===== src/rtl/seg7_pkg.sv =====
// Shared types and seven-segment encoding for the random-value display.
package seg7_pkg;

    typedef enum logic [1:0] {IDLE, SHIFT, LATCH} state_t;

    localparam int BCD_W = 12;

    // Active-low segments, bit6=g .. bit0=a
    localparam logic [6:0] SEG_0     = 7'h40;
    localparam logic [6:0] SEG_1     = 7'h79;
    localparam logic [6:0] SEG_2     = 7'h24;
    localparam logic [6:0] SEG_3     = 7'h30;
    localparam logic [6:0] SEG_4     = 7'h19;
    localparam logic [6:0] SEG_5     = 7'h12;
    localparam logic [6:0] SEG_6     = 7'h02;
    localparam logic [6:0] SEG_7     = 7'h78;
    localparam logic [6:0] SEG_8     = 7'h00;
    localparam logic [6:0] SEG_9     = 7'h10;
    localparam logic [6:0] SEG_BLANK = 7'h7F;

    function automatic logic [6:0] bcd_to_seg(input logic [3:0] nibble);
        case (nibble)
            4'd0:    bcd_to_seg = SEG_0;
            4'd1:    bcd_to_seg = SEG_1;
            4'd2:    bcd_to_seg = SEG_2;
            4'd3:    bcd_to_seg = SEG_3;
            4'd4:    bcd_to_seg = SEG_4;
            4'd5:    bcd_to_seg = SEG_5;
            4'd6:    bcd_to_seg = SEG_6;
            4'd7:    bcd_to_seg = SEG_7;
            4'd8:    bcd_to_seg = SEG_8;
            4'd9:    bcd_to_seg = SEG_9;
            default: bcd_to_seg = SEG_BLANK;
        endcase
    endfunction

endpackage


===== src/rtl/seg7_random_display_if.sv =====
// Value-in / digits-out bundle between the random generator and the display stage.
interface seg7_random_display_if #(parameter int IN_W = 7);
    logic [IN_W-1:0] i_value;
    logic            i_enable;
    logic [6:0]      o_hex0;
    logic [6:0]      o_hex1;
    logic [6:0]      o_hex2;
    logic            o_busy;
    logic            o_update;

    modport master (output i_value, i_enable,
                    input  o_hex0, o_hex1, o_hex2, o_busy, o_update);
    modport slave  (input  i_value, i_enable,
                    output o_hex0, o_hex1, o_hex2, o_busy, o_update);
endinterface


===== src/rtl/seg7_random_display_bin2bcd.sv =====
// Sequential double-dabble: one input bit per i_step cycle, IN_W steps per conversion.
module bin2bcd_seq
    import seg7_pkg::*;
#(
    parameter int IN_W = 7
) (
    input  logic             i_clk,
    input  logic             i_rst,
    input  logic             i_start,
    input  logic             i_step,
    input  logic [IN_W-1:0]  i_bin,
    output logic             o_done,
    output logic [BCD_W-1:0] o_bcd
);
    localparam int            CW   = $clog2(IN_W);
    localparam logic [CW-1:0] LAST = CW'(IN_W - 1);

    logic [IN_W-1:0]  shift_q;
    logic [BCD_W-1:0] bcd_q;
    logic [BCD_W-1:0] adj;
    logic [CW-1:0]    cnt_q;

    always_comb begin
        adj = bcd_q;
        for (int i = 0; i < BCD_W / 4; i++) begin
            if (bcd_q[i*4 +: 4] >= 4'd5)
                adj[i*4 +: 4] = bcd_q[i*4 +: 4] + 4'd3;
        end
    end

    always_ff @(posedge i_clk or posedge i_rst) begin
        if (i_rst) begin
            shift_q <= '0;
            bcd_q   <= '0;
            cnt_q   <= '0;
        end else if (i_start) begin
            shift_q <= i_bin;
            bcd_q   <= '0;
            cnt_q   <= '0;
        end else if (i_step) begin
            // Hundreds nibble never exceeds 1, so the bit shifted out the top is always 0
            {bcd_q, shift_q} <= {adj, shift_q} << 1;
            cnt_q            <= cnt_q + 1'b1;
        end
    end

    assign o_done = i_step && (cnt_q == LAST);
    assign o_bcd  = bcd_q;

endmodule


===== src/rtl/seg7_random_display.sv =====
// Converts the generator's random value to three active-low decimal digits,
// reconverting whenever the input differs from the last converted value.
module seg7_random_display
    import seg7_pkg::*;
#(
    parameter bit BLANK_LZ = 1'b1,
    parameter int IN_W     = 7
) (
    input logic                  i_clk,
    input logic                  i_rst,
    seg7_random_display_if.slave bus
);
    state_t           state_q, state_d;
    logic             have_q;
    logic [IN_W-1:0]  last_q;
    logic [BCD_W-1:0] dig_q;
    logic [BCD_W-1:0] bcd;
    logic [BCD_W-1:0] disp;
    logic [6:0]       hex0_q, hex1_q, hex2_q;
    logic [6:0]       seg0, seg1, seg2;
    logic             start, done, lz2, lz1;

    assign start = (state_q == IDLE) && (!have_q || (bus.i_value != last_q));

    bin2bcd_seq #(.IN_W(IN_W)) u_bcd (
        .i_clk   (i_clk),
        .i_rst   (i_rst),
        .i_start (start),
        .i_step  (state_q == SHIFT),
        .i_bin   (bus.i_value),
        .o_done  (done),
        .o_bcd   (bcd)
    );

    always_comb begin
        state_d = state_q;
        case (state_q)
            IDLE:    if (start) state_d = SHIFT;
            SHIFT:   if (done)  state_d = LATCH;
            LATCH:   state_d = IDLE;
            default: state_d = IDLE;
        endcase
    end

    always_ff @(posedge i_clk or posedge i_rst) begin
        if (i_rst) state_q <= IDLE;
        else       state_q <= state_d;
    end

    // Fresh result bypasses dig_q so digits appear the cycle after LATCH
    assign disp = (state_q == LATCH) ? bcd : dig_q;
    assign lz2  = BLANK_LZ && (disp[11:8] == 4'd0);
    assign lz1  = lz2 && (disp[7:4] == 4'd0);
    assign seg2 = lz2 ? SEG_BLANK : bcd_to_seg(disp[11:8]);
    assign seg1 = lz1 ? SEG_BLANK : bcd_to_seg(disp[7:4]);
    assign seg0 = bcd_to_seg(disp[3:0]);

    always_ff @(posedge i_clk or posedge i_rst) begin
        if (i_rst) begin
            have_q <= 1'b0;
            last_q <= '0;
            dig_q  <= '0;
            hex0_q <= SEG_BLANK;
            hex1_q <= SEG_BLANK;
            hex2_q <= SEG_BLANK;
        end else begin
            if (start) last_q <= bus.i_value;
            if (state_q == LATCH) begin
                have_q <= 1'b1;
                dig_q  <= bcd;
            end
            hex0_q <= bus.i_enable ? seg0 : SEG_BLANK;
            hex1_q <= bus.i_enable ? seg1 : SEG_BLANK;
            hex2_q <= bus.i_enable ? seg2 : SEG_BLANK;
        end
    end

    assign bus.o_hex0   = hex0_q;
    assign bus.o_hex1   = hex1_q;
    assign bus.o_hex2   = hex2_q;
    assign bus.o_busy   = (state_q != IDLE);
    assign bus.o_update = (state_q == LATCH);

endmodule


===== src/flat_wrapper.sv =====
// flat-port wrapper written by rule: the top's interface ports become plain ports
module seg7_random_display_flat import seg7_pkg::*;
#(
    parameter bit BLANK_LZ = 1'b1,
    parameter int IN_W     = 7
)
  (i_clk, i_rst, bus_i_value, bus_i_enable, bus_o_hex0, bus_o_hex1, bus_o_hex2, bus_o_busy, bus_o_update);
  seg7_random_display_if #(.IN_W(IN_W)) bus_i ();
  input logic i_clk;
  input logic i_rst;
  input wire logic [$bits(bus_i.i_value)-1:0] bus_i_value;
  input wire logic [$bits(bus_i.i_enable)-1:0] bus_i_enable;
  output wire logic [$bits(bus_i.o_hex0)-1:0] bus_o_hex0;
  output wire logic [$bits(bus_i.o_hex1)-1:0] bus_o_hex1;
  output wire logic [$bits(bus_i.o_hex2)-1:0] bus_o_hex2;
  output wire logic [$bits(bus_i.o_busy)-1:0] bus_o_busy;
  output wire logic [$bits(bus_i.o_update)-1:0] bus_o_update;
  assign bus_i.i_value = bus_i_value;
  assign bus_i.i_enable = bus_i_enable;
  assign bus_o_hex0 = bus_i.o_hex0;
  assign bus_o_hex1 = bus_i.o_hex1;
  assign bus_o_hex2 = bus_i.o_hex2;
  assign bus_o_busy = bus_i.o_busy;
  assign bus_o_update = bus_i.o_update;
  seg7_random_display #(.BLANK_LZ(BLANK_LZ), .IN_W(IN_W)) u_core (.i_clk(i_clk), .i_rst(i_rst), .bus(bus_i));
endmodule

===== config.mk =====
export PLATFORM = sky130hd
export DESIGN_NAME = seg7_random_display_flat
export DESIGN_NICKNAME = d
export VERILOG_FILES = /design/src/rtl/seg7_pkg.sv /design/src/rtl/seg7_random_display_if.sv /design/src/rtl/seg7_random_display_bin2bcd.sv /design/src/rtl/seg7_random_display.sv /design/src/flat_wrapper.sv
export SDC_FILE = /design/constraint.sdc
export NUM_CORES = 1
export LEC_CHECK = 0
export CAP_MARGIN = 30
export CORE_MARGIN = 5
export CORE_UTILIZATION = 64
export CTS_BUF_LIST = sky130_fd_sc_hd__clkbuf_2
export DETAILED_ROUTE_END_ITERATION = 10
export PLACE_DENSITY = 0.95
export SETUP_SLACK_MARGIN = 0.3
export SLEW_MARGIN = 25
export SYNTH_ARGS = -nofsm -noshare
export SYNTH_HDL_FRONTEND = slang
export SYNTH_SLANG_ARGS = --single-unit

===== constraint.sdc =====
create_clock -name i_clk -period 6.16 [get_ports i_clk]
set_input_delay 1.232 -clock i_clk [delete_from_list [all_inputs] [get_ports i_clk]]
set_output_delay 1.232 -clock i_clk [all_outputs]
set_load 0.02 [all_outputs]

# Word-level counts from Yosys, hierarchy flattened
# Memory sizes are Yosys's and may differ from the RTL's.
# Cells that the tools add are included.
dict set report word_totals {
  mem_bits_ro 336
  input_bits 10
  latch_bits 0
  mem_count 3
  mem_bits_rw 0
  reg_bits 65
}
# name depth width read_ports rd_ports_with_merged_regs wr line
set mem_list {}
lappend mem_list {{(no name shown)} 16 7 1 0 0 seg7_pkg.sv:22} ;# case (nibble)
lappend mem_list {{(no name shown)} 16 7 1 0 0 seg7_pkg.sv:22}
lappend mem_list {{(no name shown)} 16 7 1 0 0 seg7_pkg.sv:22}
dict set report classes {
  n_shift 0
  n_lt_le_gt_ge 3
  n_mux 18
  addsub 4
  multipliers 0
  n_eq_ne 6
  bitwise_logic 0
  n_reduce_logical 11
  div 0
}
# op count
set ops {}
lappend ops {{$mux 7} 7}
lappend ops {{$mux 12} 3}
lappend ops {{$ge 4x3->1 const B} 3}
lappend ops {{$mux 3} 3}
lappend ops {{$add 4x2->4 const B} 2}
lappend ops {{$logic_not 4->1} 2}
lappend ops {{$mux 4} 2}
lappend ops {{$ne 7x7->1} 1}
lappend ops {{$mux 2} 2}
lappend ops {{$ne 2x1->1 const B} 2}
lappend ops {{$pmux 2 s2} 1}
lappend ops {{$reduce_bool 2->1} 2}
lappend ops {{$add 3x1->3 const B} 1}
lappend ops {{$add 3x2->3 const B} 1}
lappend ops {{$eq 3x3->1 const B} 1}
lappend ops {{$logic_and 1x1->1} 3}
lappend ops {{$eq 2x1->1 const B} 1}
lappend ops {{$eq 2x2->1 const B} 1}
lappend ops {{$logic_not 2->1} 1}
lappend ops {{$reduce_and 2->1} 1}
lappend ops {{$logic_not 1->1} 1}
lappend ops {{$logic_or 1x1->1} 1}

# Logic depth before layout (Yosys ltp)
dict set report depth {
  ltp_word 6
  ltp_mapped 12
  depth_no_buf 9
}

# Cells and area by module
# A second synthesis with hierarchy kept.
dict set report hier_totals {
  cells_unflattened 337
  area_unflattened_um2 3410.8
}
# mod area_per_inst_um2 cells_each instances
set modules_own_cells {}
lappend modules_own_cells {seg7_random_display 2178.3 207 1}
lappend modules_own_cells {bin2bcd_seq 1232.4 130 1}

# Least setup slack after synthesis
# Ideal clock, no wire load.
dict set report synth_timing {
  path_kind {flip-flop to flip-flop}
  from {reg u_core.state_q[0]}
  to {reg u_core.hex2_q[4], in the netlist u_core.bus.o_hex2[4]}
  t_arrival_ns 2.707
  t_required_ns 6.077
  setup_slack_ns 3.369
  stages_incl_launch_ff 12
  path_cell_list {dfrtp_1 -> nand2b_1 -> buf_6 -> buf_2 -> clkbuf_1 -> o21ai_0 -> inv_1 -> ha_1 -> and4bb_2 -> a31o_2 -> or4_1 -> a221o_1}
}
dict set report synth_via {
  elab_chain_len 5
  word_cells_on_any_way 6
}
# element line
set synth_rtl {}
lappend synth_rtl {{start: declaration} seg7_random_display.sv:13} ;# state_t state_q, state_d;
lappend synth_rtl {{start signal: assignment} seg7_random_display.sv:47} ;# else state_q <= state_d;
lappend synth_rtl {{$eq 2x2->1 *} seg7_random_display.sv:51} ;# assign disp = (state_q == LATCH) ? bcd : dig_q;
lappend synth_rtl {{$mux 12 *} --}
lappend synth_rtl {{via u_core.disp[9]} seg7_random_display.sv:18} ;# logic [BCD_W-1:0] disp;
lappend synth_rtl {{$mem_v2 16x7 or $logic_not 4->1 (tied branches)} --}
lappend synth_rtl {{$mux 7 *} seg7_random_display.sv:54} ;# assign seg2 = lz2 ? SEG_BLANK : bcd_to_seg(disp[11:8]);
lappend synth_rtl {{$mux 7 *} seg7_random_display.sv:74} ;# hex2_q <= bus.i_enable ? seg2 : SEG_BLANK;
lappend synth_rtl {{end signal: assignment} seg7_random_display.sv:74}
lappend synth_rtl {{end: declaration} seg7_random_display.sv:19} ;# logic [6:0] hex0_q, hex1_q, hex2_q;
# The timed path passes the listed nets; every way through them passes the cells marked *.
# A chain may end at the register's enable or synchronous reset.

# Final worst setup path
dict set report layout_timing {
  from {reg u_core.state_q[0]}
  to {out bus_o_update}
}
dict set report layout_via {
  elab_chain_len 1
}
# element line
set layout_rtl {}
lappend layout_rtl {{$eq 2x2->1} seg7_random_display.sv:82} ;# assign bus.o_update = (state_q == LATCH);
lappend layout_rtl {{end: declaration} flat_wrapper.sv:17} ;# output wire logic [$bits(bus_i.o_update)-1:0] bus_o_update;
# No other way between the ends.

==> run metrics <==
GPL Wtd Cong=around 1; Slew Limit Headroom=a little under half; mean routed wirelength per cell=approximately 16 um; register area share after synthesis=48.4%; root buf cell=clkbuf_2; Flop pwr share=a little under two fifths; count of cell types in the netlist=50; commonest non-fill, non-tap cell in the layout=dfrtp_1; FF+latch count, synth=65; largest net degree at the start of global routing=66; nets=400; Ports=33; vias per inst=roughly 5.8; DRT antenna net count=0; Switch Pwr=~840 uW; CTS max path bufs=2; Die X=83.0 um; HPWL Detailed=roughly 5000 um; core area=a little over 5000 um2; DIE AREA=just under 7000 um2; status=finished clean; post-CTS sizing=0; vias in the first global route=around 2,600; Die Ht=slightly above 80 um; Clock Latency Late Sink=between 500 and 600 ps; Multi-input gate area=1540 um2; 1st-pass router iterations=4; Max FO, Critical Path=24; total global routing overflow=0; Area contributors post-synth=dfrtp_1, dfstp_2, ha_1; Max Clk Rate=roughly 280 MHz; RSZ-0062 raised after global routing=no; EDFF count, synth=0; Slew @ Worst Pin=between 700 and 800 ps; FFs w/ async S/R, synth=100%; Mapped Cells=between 300 and 400; area leader, netlist=dfrtp_1; Post-Syn Area=3410 um2; row count=26; register area=1650 um2; Syn. warnings=0; MaxCap Viol Count=0; LEAKAGE=1.80 nW; pre-CTS WS=around 2600 ps; Clk pwr share=between 10 and 15%; Synth top area share=between 30% and 40%; antenna violations before repair=0; crit path setup slack, layout=about 2500 ps; # port buffers=32; clock-pin slew on the worst setup and hold paths=about 190 ps; CP arrival=roughly 2400 ps; Post-CTS Setup Inserts=0; max-slew violation count=0; Total GRT Usage=21.6%; Post-Route Setup TNS=0 ps; power share of the combinational group=between 40% and 50%; post-route minimum period=3630 ps; DRC violations left=0; final hold violations=0; Critical Path RT=slightly below 5000 ps; number of buffers inserted by hold repair at cts=0; Critical Path Start Type=flop; Initial Utilization=~66%; Fin Hold WS=491 ps; setup violators final=0; clk sink count=65; endpoint type of the worst setup path=output pin; CTS tree=yes; peak supply drop=between 200 and 300 uV; PwrDens=527 nW/um2; most frequent cells in the layout=dfrtp_1, inv_1, nand2_1; skew final=around 30 ps; Post-Route Utilization=about 76%; syn_area_per_cell=a little over 10 um2; number of buffers created by CTS=9; Tcrit/Tclk final=about three fifths; internal power=1.22 mW; Primary FF master, synth=dfrtp_1; H-tree levels=3; share of layout cells above drive strength 1=between 15 and 20%; total number of vias=2,555; Net Count, Synth=368; Initial DRC Count=between 150 and 200; first-pass GRT wire length=between 10,000 and 15,000 um; Post-Route WL=6930 um; Antenna Cells=0; Crit Path Class=flop to output pin; fill cell count=347; worst min-delay path category=flop to flop; sw frac=between 40% and 50%; Area growth, synth to finish=14.5%; Tot Pwr=approximately 2.1 mW
metal layers:
metal,routed length [um],GRT usage (%)
met5,0,0
met4,138,8.92
met3,328,6.73
met2,3540,35.9
met1,2920,26.1
final cells by class:
| type | count | share of cell area [%] |
|---|---|---|
| flip-flops and latches | 65 | 42.3 |
| multi-input cells | 216 | 39.4 |
| repair buffers | 35 | 8.71 |
| inverters | 42 | 4.10 |
| well taps | 70 | 2.24 |
| clock inverters | 5 | 1.83 |
| clock buffers | 11 | 1.41 |
synth_stat cells, types with 2 or more instances:
cell      instances
clkbuf_1         11
buf_2             2
a21boi_0          4
a31o_2            2
o21ai_0          29
and4bb_2          2
dfrtp_1          44
a21oi_1          12
nand2_1          34
a211oi_1          2
o22ai_1           8
nor3b_1           3
or4b_2            4
xnor2_1           6
nand3_1           5
o31ai_1           3
o221ai_1          6
ha_1             21
inv_1            40
xor2_1            6
mux2_2            9
nor3_1            4
nor2_1           14
nand2b_1          5
mux2i_1          16
dfstp_2          21
power groups by stage:
stage | registers [mW] | logic (mW) | clock network, mW
floorplan | 0.837 | 0.626 | 0
global placement | 0.785 | 0.928 | 0
detailed placement | 0.798 | 0.980 | 0
CTS | 0.787 | 0.985 | 0.290
global route | 0.816 | 1.09 | 0.308
finish | 0.790 | 0.982 | 0.285
through the flow:
step	area [um2]	instances
after floorplan	3410	337
after global placement	3770	427
after detailed placement	3770	427
after CTS	3900	443
after global routing	3910	444
final	3910	444
worst max-delay path, stage by stage, from the launching register on:
cell	delay (ps)
dfrtp_1	480
nand2b_2	470
inv_4	280
clkdlybuf4s50_1	640
kinds of logic after synthesis:
group | count (synthesis) | synth area share, %
AO/OA/AOI/OAI | 78 | 14.4
XOR/XNOR | 12 | 3.08
adder cells (fa/ha/maj) | 21 | 7.70
buffers and inverters | 56 | 6.52
flip-flops | 65 | 48.4
multiplexers | 26 | 8.10
AND/OR/NAND/NOR | 79 | 11.8
sequential cells by signal, indices dropped and copies added, names as in the netlist:
signal and flops:
u_core.u_bcd.o_bcd 12, u_core.bus.o_hex2 7, u_core.u_bcd.cnt_q 3, u_core.dig_q 12
u_core.bus.o_hex1 7, u_core.have_q 1, u_core.u_bcd.shift_q 7, u_core.last_q 7
u_core.bus.o_hex0 7, u_core.state_q 2
worst paths after layout:
check                                                    from  cells after the start  slack, ps                                 to
worst max-delay path            u_core.state_q[0]$_DFFE_PP0P_                      3       2530                       bus_o_update
worst min-delay path                u_core.have_q$_DFFE_PP0P_                      1        490          u_core.have_q$_DFFE_PP0P_
worst max register to register  u_core.state_q[0]$_DFFE_PP0P_                      8       2920     u_core.bus.o_hex2[4]$_DFF_PP1_
worst min register to register      u_core.have_q$_DFFE_PP0P_                      1        490          u_core.have_q$_DFFE_PP0P_
max in group asynchronous                               i_rst                      3       4380  u_core.u_bcd.o_bcd[3]$_DFFE_PP0P_
min in group asynchronous                               i_rst                      3       1240         u_core.dig_q[10]$_DFF_PP0_
(Power assumes the default switching activity.)
==> RTL edit, RTL diff (same settings) <==
Encoding of `state_t`: now one-hot (3 bits for 3 states).
--- a/src/rtl/seg7_pkg.sv
+++ b/src/rtl/seg7_pkg.sv
@@ -1,7 +1,7 @@
 // Shared types and seven-segment encoding for the random-value display.
 package seg7_pkg;
 
-    typedef enum logic [1:0] {IDLE, SHIFT, LATCH} state_t;
+    typedef enum logic [2:0] {IDLE = 3'b001, SHIFT = 3'b010, LATCH = 3'b100} state_t;
 
     localparam int BCD_W = 12;
 
Behaviour: no difference found for any inputs over 10 cycles, from zero or initial values and one cycle with i_rst high; not proved beyond that.
==> RTL edit against the original RTL <==
Worst hold slack improved by 30 ps. Final area fell by 2.0%. Via count shrank 3.0%. Total power decreased by 23%. Area after synthesis down 0.37%. Core utilization is 1.6 points lower. Synthesized cell count up 1.2%. Setup slack improved by 130 ps. Sequential cell count increased by 1. Wire length decreased by 6.5%. Critical endpoint is now bus_o_busy. Fmax increased by 3.8%. Non-clock buffer count did not move. Register-to-register slack gained 620 ps.
==> RTL edit: results (changes against the original RTL) <==
| Metric | Value |
|---|---|
| Status | completed (unchanged) |
| Length of routed met3 wiring | 277 um (was 328 um) |
| Static Leakage | 0.00172 uW (was 0.00180 uW) |
| Post-Route M1 WL | 2730 um (was 2920 um) |
| R2r startpoint | u_core.state_q[1] (was u_core.state_q[0]) |
| Vias/cell | 5.53 (was 5.75) |
| Layout cells sized above 1 | 0.143 (was 0.160) |
| Crit path arrival time | 2260 ps (was 2400 ps) |
| Top-count cell post-synth | nand2_1 (was dfrtp_1) |
| Global-route wire length before repair | 11300 um (was 12100 um) |
| Placed cell count | 432 (was 427) |
| Maximum vdd drop | 0.000274 V (was 0.000299 V) |
| Most common library cells after synthesis | nand2_1 (52), dfrtp_1 (44), nor2_1 (26) (was dfrtp_1 (44), inv_1 (40), nand2_1 (34)) |
| Largest net degree at the start of global routing | 67 (was 66) |
| Post-CTS setup buffers | 0 (unchanged) |
| 1st-pass router iterations | 4 (unchanged) |
| Initial antenna violation count | 0 (unchanged) |
| Fin nets | 404 (was 400) |
| Hold path start | u_core.last_q[1] (was u_core.have_q) |
| Post-Syn Area per Cell | 9.97 um2 (was 10.1 um2) |
| Vias in the first global route | 2444 (was 2597) |
| Placer congestion estimate | 0.863 (was 0.976) |
| Initial DRC count | 181 (was 161) |
| CTS clk-pin slew, worst paths | 150 ps (was 190 ps) |
| # fillers | 362 (was 347) |
| Cell variety after synth | 47 (was 50) |
| Total track usage | 0.201 (was 0.216) |
| Syn_nets | 372 (was 368) |
| CP max FO | 8 (was 24) |
| Crit. Startpoint | u_core.state_q[0] (unchanged) |
| Post-cts repair resize count | 0 (unchanged) |
| Post-DP HPWL | 4640 um (was 5020 um) |
| Seq/Total Area, Yosys | 0.494 (was 0.484) |
| Number of buffers created by CTS | 9 (unchanged) |
| Met2 wire length | 3370 um (was 3540 um) |
| CP max stage delay | 590 ps (was 640 ps) |
| Fin Clk Skew | 33.0 ps (was 29.8 ps) |
RTL edit: power breakdown:
| group | internal (uW) | leakage (uW) | total, uW | switching (uW) |
|---|---|---|---|---|
| clock | 52.0 | 0.0000606 | 199 | 147 |
| combinational | 281 | 0.000856 | 687 | 406 |
| sequential | 597 | 0.000801 | 696 | 99.1 |
RTL edit: path summary, 6_finish.rpt:
| check | endpoint | slack [ps] | depth (start not counted) |
|---|---|---|---|
| max | bus_o_busy | 2660 | 3 |
| min | u_core.last_q[1] | 520 | 2 |
| max reg2reg | u_core.bus.o_hex1[5] | 3540 | 8 |
| min reg2reg | u_core.last_q[1] | 520 | 2 |
| max in group asynchronous | u_core.u_bcd.cnt_q[2] | 4370 | 3 |
| min in group asynchronous | u_core.dig_q[0] | 1260 | 3 |
RTL edit: area by class of cell:
type / instances / area [um2] / share of cell area
multi-input cells: 238 / 1550 / 0.405
inverters: 23 / 88.8 / 0.0232
repair buffers: 35 / 343 / 0.0896
clock buffers: 11 / 55.1 / 0.0144
clock inverters: 5 / 22.5 / 0.00588
flip-flops and latches: 66 / 1680 / 0.439
well taps: 70 / 87.6 / 0.0229
RTL edit: stage by stage:
stage | utilization | instance area, um2 | worst slack (ps)
final | 0.745 | 3830 | 2660
after global routing | 0.745 | 3830 | 2540
after CTS | 0.745 | 3830 | 2610
after detailed placement | 0.730 | 3750 | 2750
after global placement | 0.730 | 3750 | 2840
after floorplan | - | 3400 | 3310
RTL edit: logic make-up after synthesis:
kind of cell | count (synthesis) | share of synthesized area
AO/OA/AOI/OAI | 74 | 0.131
XOR/XNOR | 14 | 0.0361
adder cells (fa/ha/maj) | 21 | 0.0773
buffers and inverters | 37 | 0.0500
flip-flops | 66 | 0.494
multiplexers | 22 | 0.0714
AND/OR/NAND/NOR | 107 | 0.141
RTL edit: worst reg2reg max path, stage by stage, from the launching register on:
cell      delay (ps)
dfrtp_1          470
nor3b_4          220
buf_4            410
mux2i_1          550
inv_1            130
ha_1             230
or3_1            390
o21ai_0          100
nand2b_1          80
RTL edit: per-layer routing:
layer	GRT usage	vias to the layer above
met1	0.244	1199
met5	0	-
met4	0.0817	0
met3	0.0475	8
li1	-	1218
met2	0.343	54
